File: src/rtl/const_overlay_pipe.sv
// Registered valid/ready pass-through that forces a programmable constant field
// onto masked bit positions as each beat is captured; two-entry skid buffering.
//
// state | meaning
// ------+----------------------------------------------
// EMPTY | no beat stored; m_valid=0, s_ready=1
// ONE   | main holds a beat; m_valid=1, s_ready=1
// FULL  | main and skid hold beats; m_valid=1, s_ready=0
module const_overlay_pipe #(
  parameter int                 WIDTH     = 121,
  parameter logic [WIDTH-1:0]   MASK_INIT = '0,
  parameter logic [WIDTH-1:0]   VAL_INIT  = '0,
  parameter int                 CNT_W     = 16
) (
  input  logic             clk,
  input  logic             rst,
  input  logic             s_valid,
  output logic             s_ready,
  input  logic [WIDTH-1:0] s_data,
  output logic             m_valid,
  input  logic             m_ready,
  output logic [WIDTH-1:0] m_data,
  input  logic             cfg_we,
  input  logic [WIDTH-1:0] cfg_mask,
  input  logic [WIDTH-1:0] cfg_val,
  output logic [CNT_W-1:0] beat_cnt,
  input  logic             cnt_clr
);

  typedef enum logic [1:0] {EMPTY, ONE, FULL} state_t;

  state_t           state, state_nxt;
  logic [WIDTH-1:0] main_q, skid_q, mask_q, val_q, word;
  logic             in_fire, out_fire;
  logic             load_main, load_skid, skid_to_main;

  // Handshake flags decode only from the state register, so s_ready never sees m_ready.
  assign s_ready  = (state != FULL);
  assign m_valid  = (state != EMPTY);
  assign m_data   = main_q;
  assign in_fire  = s_valid & s_ready;
  assign out_fire = m_valid & m_ready;
  assign word     = (s_data & ~mask_q) | (val_q & mask_q);

  always_ff @(posedge clk or posedge rst) begin
    if (rst) state <= EMPTY;
    else     state <= state_nxt;
  end

  always_comb begin
    state_nxt    = state;
    load_main    = 1'b0;
    load_skid    = 1'b0;
    skid_to_main = 1'b0;
    case (state)
      EMPTY: begin
        if (in_fire) begin
          load_main = 1'b1;
          state_nxt = ONE;
        end
      end
      ONE: begin
        if (in_fire && out_fire) begin
          load_main = 1'b1;
        end else if (in_fire) begin
          load_skid = 1'b1;
          state_nxt = FULL;
        end else if (out_fire) begin
          state_nxt = EMPTY;
        end
      end
      FULL: begin
        if (out_fire) begin
          skid_to_main = 1'b1;
          state_nxt    = ONE;
        end
      end
      default: state_nxt = EMPTY;
    endcase
  end

  always_ff @(posedge clk or posedge rst) begin
    if (rst) begin
      main_q <= '0;
      skid_q <= '0;
    end else begin
      if (load_main)         main_q <= word;
      else if (skid_to_main) main_q <= skid_q;
      if (load_skid)         skid_q <= word;
    end
  end

  // The overlay in use during a capture is the one registered before that edge.
  always_ff @(posedge clk or posedge rst) begin
    if (rst) begin
      mask_q <= MASK_INIT;
      val_q  <= VAL_INIT;
    end else if (cfg_we) begin
      mask_q <= cfg_mask;
      val_q  <= cfg_val;
    end
  end

  always_ff @(posedge clk or posedge rst) begin
    if (rst)           beat_cnt <= '0;
    else if (cnt_clr)  beat_cnt <= '0;
    else if (out_fire) beat_cnt <= beat_cnt + CNT_W'(1);
  end

endmodule

File: config.mk
export PLATFORM = sky130hd
export DESIGN_NAME = const_overlay_pipe
export DESIGN_NICKNAME = d
export VERILOG_FILES = /design/src/rtl/const_overlay_pipe.sv
export SDC_FILE = /design/constraint.sdc
export NUM_CORES = 1
export LEC_CHECK = 0
export CAP_MARGIN = 20
export CORE_MARGIN = 2
export CORE_UTILIZATION = 40
export DETAILED_ROUTE_END_ITERATION = 10
export PLACE_DENSITY_LB_ADDON = 0.1
export RECOVER_POWER = 50
export SYNTH_ARGS = -nofsm -noshare
export SYNTH_HDL_FRONTEND = slang
export SYNTH_SLANG_ARGS = --single-unit
File: constraint.sdc
create_clock -name clk -period 31.3 [get_ports clk]
set_input_delay 4.695 -clock clk [delete_from_list [all_inputs] [get_ports clk]]
set_output_delay 4.695 -clock clk [all_outputs]
set_load 0.05 [all_outputs]
==> impl_metrics.toml, run 1 <==
[logic_synthesis]
synthFlopType = "dfrtp_1"
syn_inst = 1675
synth-edff-count = 0
syn-cell-area_um2 = 21500
async_reset_ff_share_pct = 100
avgSynthCellArea_um2 = 12.9
postSynthNetCount = 2045
ys_seq_area_share_pct = 58.3
ys_ff_latch = 502
yosysWarnings = 0
ys_types = 38

[clock_network]
cts_buffer_depth = 3
cts_tree = "built"
cts.sink_count = 502
cts_resized = 0
hold_buffers = 0
postCtsSetupBuffers = 0
cts_root_buf = "clkbuf_16"
numCtsBuffers = 55
cts.htree.levels = 2
clk_pin_slew_worst_paths_ps = 60
clk_latency_ps = 600

[floorplanning]
die_width_um = 236
start_util_pct = 40.3
ioPinCount = 508
dieArea_um2 = 55700
num_rows = 85
core-area_um2 = 53500
die_y_um = 236

[critical_path]
r2r-end = "skid_q[35]$_DFFE_PP0P_"
cp-end-kind = "flop"
crit_type = "in2reg"
critical_path.max_fanout = 124
rr_worst_depth = 5
r2r_slack_ps = 25670
critPathLaunchType = "input pin"
critical_path_arrival_ps = 15450
required_ps = 31810
reg2reg_from = "state[1]$_DFFE_PP0P_"

[route]
routed_wl_um = 56900
firstDrtPassIters = 5
route.detailed.drc = 0
wire_per_inst_um = 19.8
vias_per_cell = 5.18
drt_iter0_markers = 771
via_count = 14870
final_antenna_net_count = 0

[timing]
slew-limit-headroom_pct = -357
tightestPinTransition_ps = 6850
worst_slack_ps = 16360
drv_slew = 569
min_period_over_period_pct = 47.7
fin_crit_ps = 14940
setup_viol = 0
rsz0062_at_grt = "false"
hold_viol = 0
finClkSkew_ps = 21.4
fmax_ghz = 0.0670
finalSetupTns_ps = 0

[global_routing]
grt_overflow = 0
grt_first_pass_wirelength_um = 88700
grt_pass1_vias = 15262
grt_usage_pct = 20.3
grt_max_degree = 169
antenna_found_initial = 8

[status]
violations = "capacitance limit, slew limit"
status = "complete, but fails checks"

[worst_hold_path]
hold_end = "m_data[76]$_DFFE_PP0P_"
hold_depth = 1
hold_start = "m_data[76]$_DFFE_PP0P_"
min_path_type = "reg2reg"

[finish]
area_growth_pct = 33.2
nets = 2497
fin_util_pct = 53.7
finalInstanceArea_um2 = 28700
layout-drive-gt1-share_pct = 19.5

[placement]
postPlaceCellArea_um2 = 27000
io_buffers = 507
gp_congestion = 0.766
dp_slack_ps = 23140
dp_hpwl_um = 39100

[run]
max_cap_violations = 7

[power]
max-vdd-ir-drop_mv = 0.0485
p_leak_nw = 11.8
power_density_nw_per_um2 = 84.2
-- routing by layer --
metal / vias to the layer above / GRT usage (%) / wire (um)
li1: 6949 / - / -
met1: 7468 / 25.0 / 23000
met2: 363 / 34.3 / 28500
met5: - / 0 / 42
met4: 6 / 6.58 / 1360
met3: 84 / 5.86 / 3970
-- critical path: stages --
cell and delay [ps]:
clkbuf_1 4490, clkbuf_1 5180, mux2_2 820
-- layout make-up --
type | instances | area, um^2
Fill cell | 4594 | 24800
Sequential cell | 502 | 12600
Multi-Input combinational cell | 1042 | 8360
Timing Repair Buffer | 521 | 5210
Clock buffer | 82 | 1570
Tap cell | 696 | 871
Clock inverter | 14 | 109
Inverter | 5 | 20.0
Antenna cell | 6 | 15.0
-- power breakdown --
group	internal (mW)	switching [mW]
Combinational	0.349	0.537
Sequential	0.829	0.0919
Clock	0.352	0.258
Total	1.53	0.887
-- state kept, by name (all words and copies together), names as in the netlist --
signal / cells
beat_cnt: 16
m_data: 121
mask_q: 121
skid_q: 121
state: 2
val_q: 121
-- synthesized netlist by cell type (2+ instances only) --
master	number	area share [%]
inv_1	5	0.087
nor2_1	133	2.3
or3_1	4	0.12
a21oi_1	127	2.9
nand3_1	3	0.070
nor3_1	2	0.046
nand4_1	2	0.058
dfrtp_1	502	58
nor4_1	5	0.15
buf_6	10	0.52
o22ai_1	2	0.058
mux2i_1	122	5.7
buf_4	3	0.10
clkbuf_1	64	1.1
mux2_1	37	1.9
or2_2	2	0.058
mux2_2	326	17
o21ai_0	124	2.9
buf_2	42	0.98
nand2b_1	2	0.058
o31ai_1	122	4.3
nand2_1	6	0.10
xnor2_1	6	0.24
xor2_1	4	0.16
buf_1	7	0.12
-- per-stage QoR --
| step | total power, mW | cells | hold WS (ps) |
|---|---|---|---|
| floorplan | 1.49 | 1675 | 480 |
| global placement | 1.80 | 2764 | 474 |
| detailed placement | 1.82 | 2764 | 480 |
| CTS | 2.45 | 2860 | 494 |
| global route | 2.55 | 2866 | 505 |
| finish | 2.42 | 2868 | 487 |
-- cell usage in the layout, fill, tap and decap left out, types with 5 or more instances in the layout --
| cell | count |
|---|---|
| clkbuf_8 | 9 |
| clkbuf_1 | 22 |
| clkdlybuf4s50_1 | 503 |
| mux2_2 | 326 |
| clkinv_2 | 9 |
| xnor2_1 | 6 |
| nor4_1 | 5 |
| o31ai_1 | 122 |
| a21oi_1 | 127 |
| mux2_1 | 37 |
| buf_4 | 8 |
| diode_2 | 6 |
| mux2i_1 | 122 |
| clkbuf_16 | 55 |
| o21ai_0 | 125 |
| nand2_1 | 6 |
| nor2_1 | 134 |
| dfrtp_1 | 502 |
-- cell families after synthesis --
| group | Yosys count | share of synthesized area (%) |
|---|---|---|
| flip-flops | 502 | 58.3 |
| multiplexers | 485 | 24.6 |
| AO/OA/AOI/OAI | 380 | 10.3 |
| AND/OR/NAND/NOR | 166 | 3.32 |
| buffers and inverters | 131 | 2.93 |
| XOR/XNOR | 10 | 0.406 |
| adder cells (fa/ha/maj) | 1 | 0.0581 |
-- worst max-delay path by stage --
stage                     depth (start not counted)                      end     from
after floorplan                                   1  beat_cnt[0]$_DFFE_PP0P_      rst
after global placement                            5   m_data[81]$_DFFE_PP0P_  s_valid
after detailed placement                          5   m_data[93]$_DFFE_PP0P_  s_valid
after CTS                                         5   m_data[93]$_DFFE_PP0P_  s_valid
after global routing                              3    mask_q[5]$_DFFE_PP0P_   cfg_we
final                                             3     val_q[0]$_DFFE_PP0P_   cfg_we
Note: power is estimated with default switching activity, not from simulation.
==> run 2, diff against run 1 <==
==> constraint.sdc (replaced) <==
create_clock -name clk -period 15.05 [get_ports clk]
set_input_delay 2.2575 -clock clk [delete_from_list [all_inputs] [get_ports clk]]
set_output_delay 2.2575 -clock clk [all_outputs]
set_load 0.05 [all_outputs]
==> run 2 against run 1 <==
The flow still finishes with violations (capacitance limit, slew limit). Critical path type unchanged. Critical endpoint is now val_q[85]$_DFFE_PP0P_. Global-route usage is 0.21 points higher. Non-clock buffer count is 2 higher. Largest cell class unchanged. Worst hold slack worse by 2.4 ps. Register-to-register slack worse by 16000 ps. Sequential share of layout area is 0.12 points lower. Die area stayed put. First-iteration DRC count is 11% higher. Largest power group unchanged. Highest routed layer unchanged. Worst setup slack worse by 11000 ps.
==> impl_metrics.toml, run 2 (synthesis results as in run 1) <==
[route]
vias_per_cell = 5.20
routed_wl_um = 57600
final_antenna_net_count = 0
route.detailed.drc = 0
drt_iter0_markers = 852
wire_per_inst_um = 20.1
firstDrtPassIters = 5
via_count = 14919

[timing]
slew-limit-headroom_pct = -362
finalSetupTns_ps = 0
fmax_ghz = 0.105
rsz0062_at_grt = "false"
tightestPinTransition_ps = 6930
finClkSkew_ps = 17.5
hold_viol = 0
drv_slew = 495
min_period_over_period_pct = 63.4
fin_crit_ps = 9540
setup_viol = 0

[power]
pwr-share-clk_pct = 26.3
p_switching_mw = 1.86
p_int_mw = 3.20
comb_power_share_pct = 35.9
seqPwrFrac_pct = 37.8
max-vdd-ir-drop_mv = 0.112
power_density_nw_per_um2 = 176
p_leak_nw = 11.8
p_sw_share_pct = 36.8

[clock_network]
hold_buffers = 0
cts_root_buf = "clkbuf_16"
numCtsBuffers = 56
clk_latency_ps = 600
cts_tree = "built"
clk_pin_slew_worst_paths_ps = 60
cts.sink_count = 502
cts_buffer_depth = 3
cts.htree.levels = 2
cts_resized = 0
postCtsSetupBuffers = 0

[critical_path]
cp-startpoint = "cfg_we"
crit_path_frequent_cell = "clkbuf_1"
critical_path_arrival_ps = 10010
critical_path.max_fanout = 123
required_ps = 15520
crit_path_max_incr_delay_ps = 4740
reg2reg_from = "state[1]$_DFFE_PP0P_"
critPathLaunchType = "input pin"
cp_cell_sequence = "clkbuf_1 > clkbuf_1 > mux2_2"
cp_num_buf_inv = 2
cpMaxStageDelayCell = "clkbuf_1"
crit_type = "in2reg"
critical_path.top_delay_family = "buffers and inverters"
cp-end-kind = "flop"

[floorplanning]
dieArea_um2 = 55700
die_width_um = 236
num_rows = 85
die_y_um = 236
ioPinCount = 508
core-area_um2 = 53500
start_util_pct = 40.3

[status]
status = "complete, but fails checks"
violations = "capacitance limit, slew limit"

[finish]
final_common_cell = "dfrtp_1"
area_growth_pct = 33.6
layout-drive-gt1-share_pct = 19.5
nets = 2500
fin_util_pct = 53.8
fin_cells = 2869
final_cell_mix = "502 x dfrtp_1, 462 x clkdlybuf4s50_1, 326 x mux2_2"

[placement]
gp_congestion = 0.775
io_buffers = 507
dp.cells = 2767
dp_hpwl_um = 39600

[run]
max_cap_violations = 7

[global_routing]
grt_max_degree = 164
antenna_found_initial = 3
grt_pass1_vias = 15360
grt_first_pass_wirelength_um = 89600
grt_usage_pct = 20.5
grt_overflow = 0

[worst_hold_path]
hold_start = "m_data[77]$_DFFE_PP0P_"
min_path_type = "reg2reg"
## run 2: cell types whose count changed in the layout (fill, tap and decap cells not counted), moves of 2 or more
cell and change:
clkbuf_1 +3, clkbuf_16 +2, clkbuf_8 +2, clkdlybuf4s50_1 -41, diode_2 -4, dlygate4sd3_1 +41
## run 2: metrics by stage
stage / area (um^2) / hold slack [ps] / setup slack (ps) / power [mW]
6_report: 28800 / 484 / 5510 / 5.07
3_5_place_dp: 27000 / 481 / 8830 / 3.80
5_1_grt: 28800 / 498 / 4810 / 5.33
3_3_place_gp: 27000 / 474 / 8940 / 3.75
4_1_cts: 28800 / 494 / 9490 / 5.15
2_1_floorplan: 21600 / 480 / 5980 / 3.11
## run 2: final cells by class
cell class	count	area, um^2
Sequential cell	502	12600
Clock inverter	12	118
Multi-Input combinational cell	1042	8360
Timing Repair Buffer	523	5200
Clock buffer	87	1650
Fill cell	4637	24700
Antenna cell	2	5.00
Inverter	5	22.5
Tap cell	696	871
## run 2: worst paths after layout
kind,endpoint,slack (ps),cells after the start
hold reg to reg,m_data[77]$_DFFE_PP0P_,480,1
max in group asynchronous,m_data[32]$_DFFE_PP0P_,6260,5
setup reg to reg,skid_q[24]$_DFFE_PP0P_,9560,5
min in group asynchronous,mask_q[87]$_DFFE_PP0P_,3650,3
setup / recovery,val_q[85]$_DFFE_PP0P_,5510,3
hold / removal,m_data[77]$_DFFE_PP0P_,480,1
## run 2: routing by layer
metal / GRT usage [%] / wire [um] / vias to the layer above
met1: 25.3 / 23600 / 7512
li1: - / - / 6967
met5: 0 / 25 / -
met3: 5.64 / 4000 / 86
met2: 35.0 / 28600 / 350
met4: 6.18 / 1400 / 4
## run 2: power groups by stage
stage	combinational, mW	clock [mW]	sequential, mW
after global placement	1.83	0	1.92
after floorplan	0.611	0	2.50
after global routing	1.94	1.43	1.96
after CTS	1.86	1.37	1.92
final	1.82	1.33	1.91
after detailed placement	1.86	0	1.94
==> run 3, diff against run 2 <==
==> constraint.sdc (replaced) <==
create_clock -name clk -period 9.5 [get_ports clk]
set_input_delay 1.425 -clock clk [delete_from_list [all_inputs] [get_ports clk]]
set_output_delay 1.425 -clock clk [all_outputs]
set_load 0.05 [all_outputs]
==> run 3 against run 2 <==
The run still ends with capacitance limit, slew limit left. Flip-flop and latch count is the same. Critical path depth increased by 3. Cell count about the same. Global-route usage increased by 0.066 points. Highest routed layer unchanged. Sequential power up 59%. Largest power group unchanged. Worst hold slack gained 3.7 ps. Die area did not move. First-iteration DRC count up 2.3%. Power grew 60%. Count of clock-buffer cells in the layout is 1 higher. Non-clock buffer count is 1 higher. Clock power increased by 61%.
==> impl_metrics.toml, run 3 (synthesis results as in run 1) <==
[status]
status = "complete, but fails checks"
violations = "capacitance limit, slew limit"

[critical_path]
crit_path_frequent_cell = "buf_4"
crit_path_max_incr_delay_ps = 1510
cp-end-kind = "flop"
r2r_slack_ps = 4720
r2r-end = "skid_q[36]$_DFFE_PP0P_"
critical_path_arrival_ps = 6080
crit_type = "in2reg"
required_ps = 9900
cp_cell_sequence = "dlygate4sd3_1 > nand2b_1 > nor2_1 > buf_4 > buf_4 > a21oi_1"
critPathLaunchType = "input pin"
cpMaxStageDelayCell = "nor2_1"
rr_worst_depth = 5
critical_path.max_fanout = 95
reg2reg_from = "state[1]$_DFFE_PP0P_"

[route]
drt_iter0_markers = 872
via_count = 14897
met2_wirelength_um = 28500
routed_wl_um = 57600
highest_layer = "met5"
wl_met3_um = 3730
final_antenna_net_count = 0
wire_per_inst_um = 20.1
m1WireLength_um = 23700
firstDrtPassIters = 5
route.detailed.drc = 0
vias_per_cell = 5.19

[global_routing]
grt_max_degree = 179
antenna_found_initial = 5
grt_usage_pct = 20.6
grt_first_pass_wirelength_um = 89800
grt_overflow = 0
grt_pass1_vias = 15621

[clock_network]
hold_buffers = 0
postCtsSetupBuffers = 0
cts.sink_count = 502
clk_latency_ps = 590
clk_pin_slew_worst_paths_ps = 60
cts_root_buf = "clkbuf_16"
cts_resized = 0
cts_tree = "built"
numCtsBuffers = 55
cts.htree.levels = 2
cts_buffer_depth = 3

[timing]
slew-limit-headroom_pct = -165
finClkSkew_ps = 17.7
min_period_over_period_pct = 59.8
finalSetupTns_ps = 0
drv_slew = 269
fin_crit_ps = 5680
tightestPinTransition_ps = 3980
fmax_ghz = 0.176
rsz0062_at_grt = "false"
hold_viol = 0
setup_viol = 0

[floorplanning]
dieArea_um2 = 55700
core-area_um2 = 53500
die_y_um = 236
ioPinCount = 508
die_width_um = 236
start_util_pct = 40.3
num_rows = 85

[worst_hold_path]
min_path_type = "reg2reg"
hold_end = "m_data[71]$_DFFE_PP0P_"
hold_start = "m_data[71]$_DFFE_PP0P_"
hold_depth = 1

[power]
max-vdd-ir-drop_mv = 0.165
finalPower_mw = 8.10
power_density_nw_per_um2 = 280
p_leak_nw = 11.9

[placement]
gp_congestion = 0.764
io_buffers = 507
dp_hpwl_um = 39600

[finish]
layout-drive-gt1-share_pct = 19.9
area_growth_pct = 34.2
nets = 2500
final_cell_mix = "503 x clkdlybuf4s50_1, 502 x dfrtp_1, 326 x mux2_2"
final_common_cell = "clkdlybuf4s50_1"

[run]
max_cap_violations = 5
-- run 3: cell type report --
type	count	area, um^2
Antenna cell	4	10.0
Clock buffer	88	1720
Clock inverter	10	104
Fill cell	4566	24600
Inverter	5	20.0
Multi-Input combinational cell	1042	8360
Sequential cell	502	12600
Tap cell	696	871
Timing Repair Buffer	524	5260
-- run 3: per-layer routing --
metal | global-route usage, % | vias to the layer above
li1 | - | 6963
met1 | 25.7 | 7477
met2 | 34.4 | 369
met3 | 5.48 | 86
met4 | 7.26 | 2
met5 | 0 | -
-- run 3: stage by stage --
step	instance area (um^2)	instances	utilization, %	setup slack [ps]	hold WS (ps)
after floorplan	21600	1675	-	1260	480
after global placement	27000	2767	50.6	4560	474
after detailed placement	27000	2767	50.6	4480	481
final	28900	2871	54.0	3820	488
after global routing	28900	2870	54.0	3200	504
after CTS	28900	2865	54.0	5130	494
-- run 3: critical path: cells and delay by family --
family / cells / cell delay, ps
compound gates: 1 / 160
simple gates: 2 / 2520
buf+inv: 3 / 1890
-- run 3: worst max-delay path by stage --
stage / start / to / slack, ps / cells after the start
after floorplan: rst / beat_cnt[0]$_DFFE_PP0P_ / 1260 / 1
after global placement: m_ready / m_data[113]$_DFFE_PP0P_ / 4560 / 5
after detailed placement: m_ready / m_data[110]$_DFFE_PP0P_ / 4480 / 5
after CTS: m_ready / m_data[110]$_DFFE_PP0P_ / 5130 / 5
after global routing: s_valid / skid_q[24]$_DFFE_PP0P_ / 3200 / 7
final: s_valid / skid_q[36]$_DFFE_PP0P_ / 3820 / 6
-- run 3: report_power, final --
part           leakage, nW  total [mW]  switching, mW  internal (mW)
logic                 5.14        2.92           1.78           1.14
clock network        0.907        2.14          0.857           1.29
registers             5.83        3.04          0.305           2.73
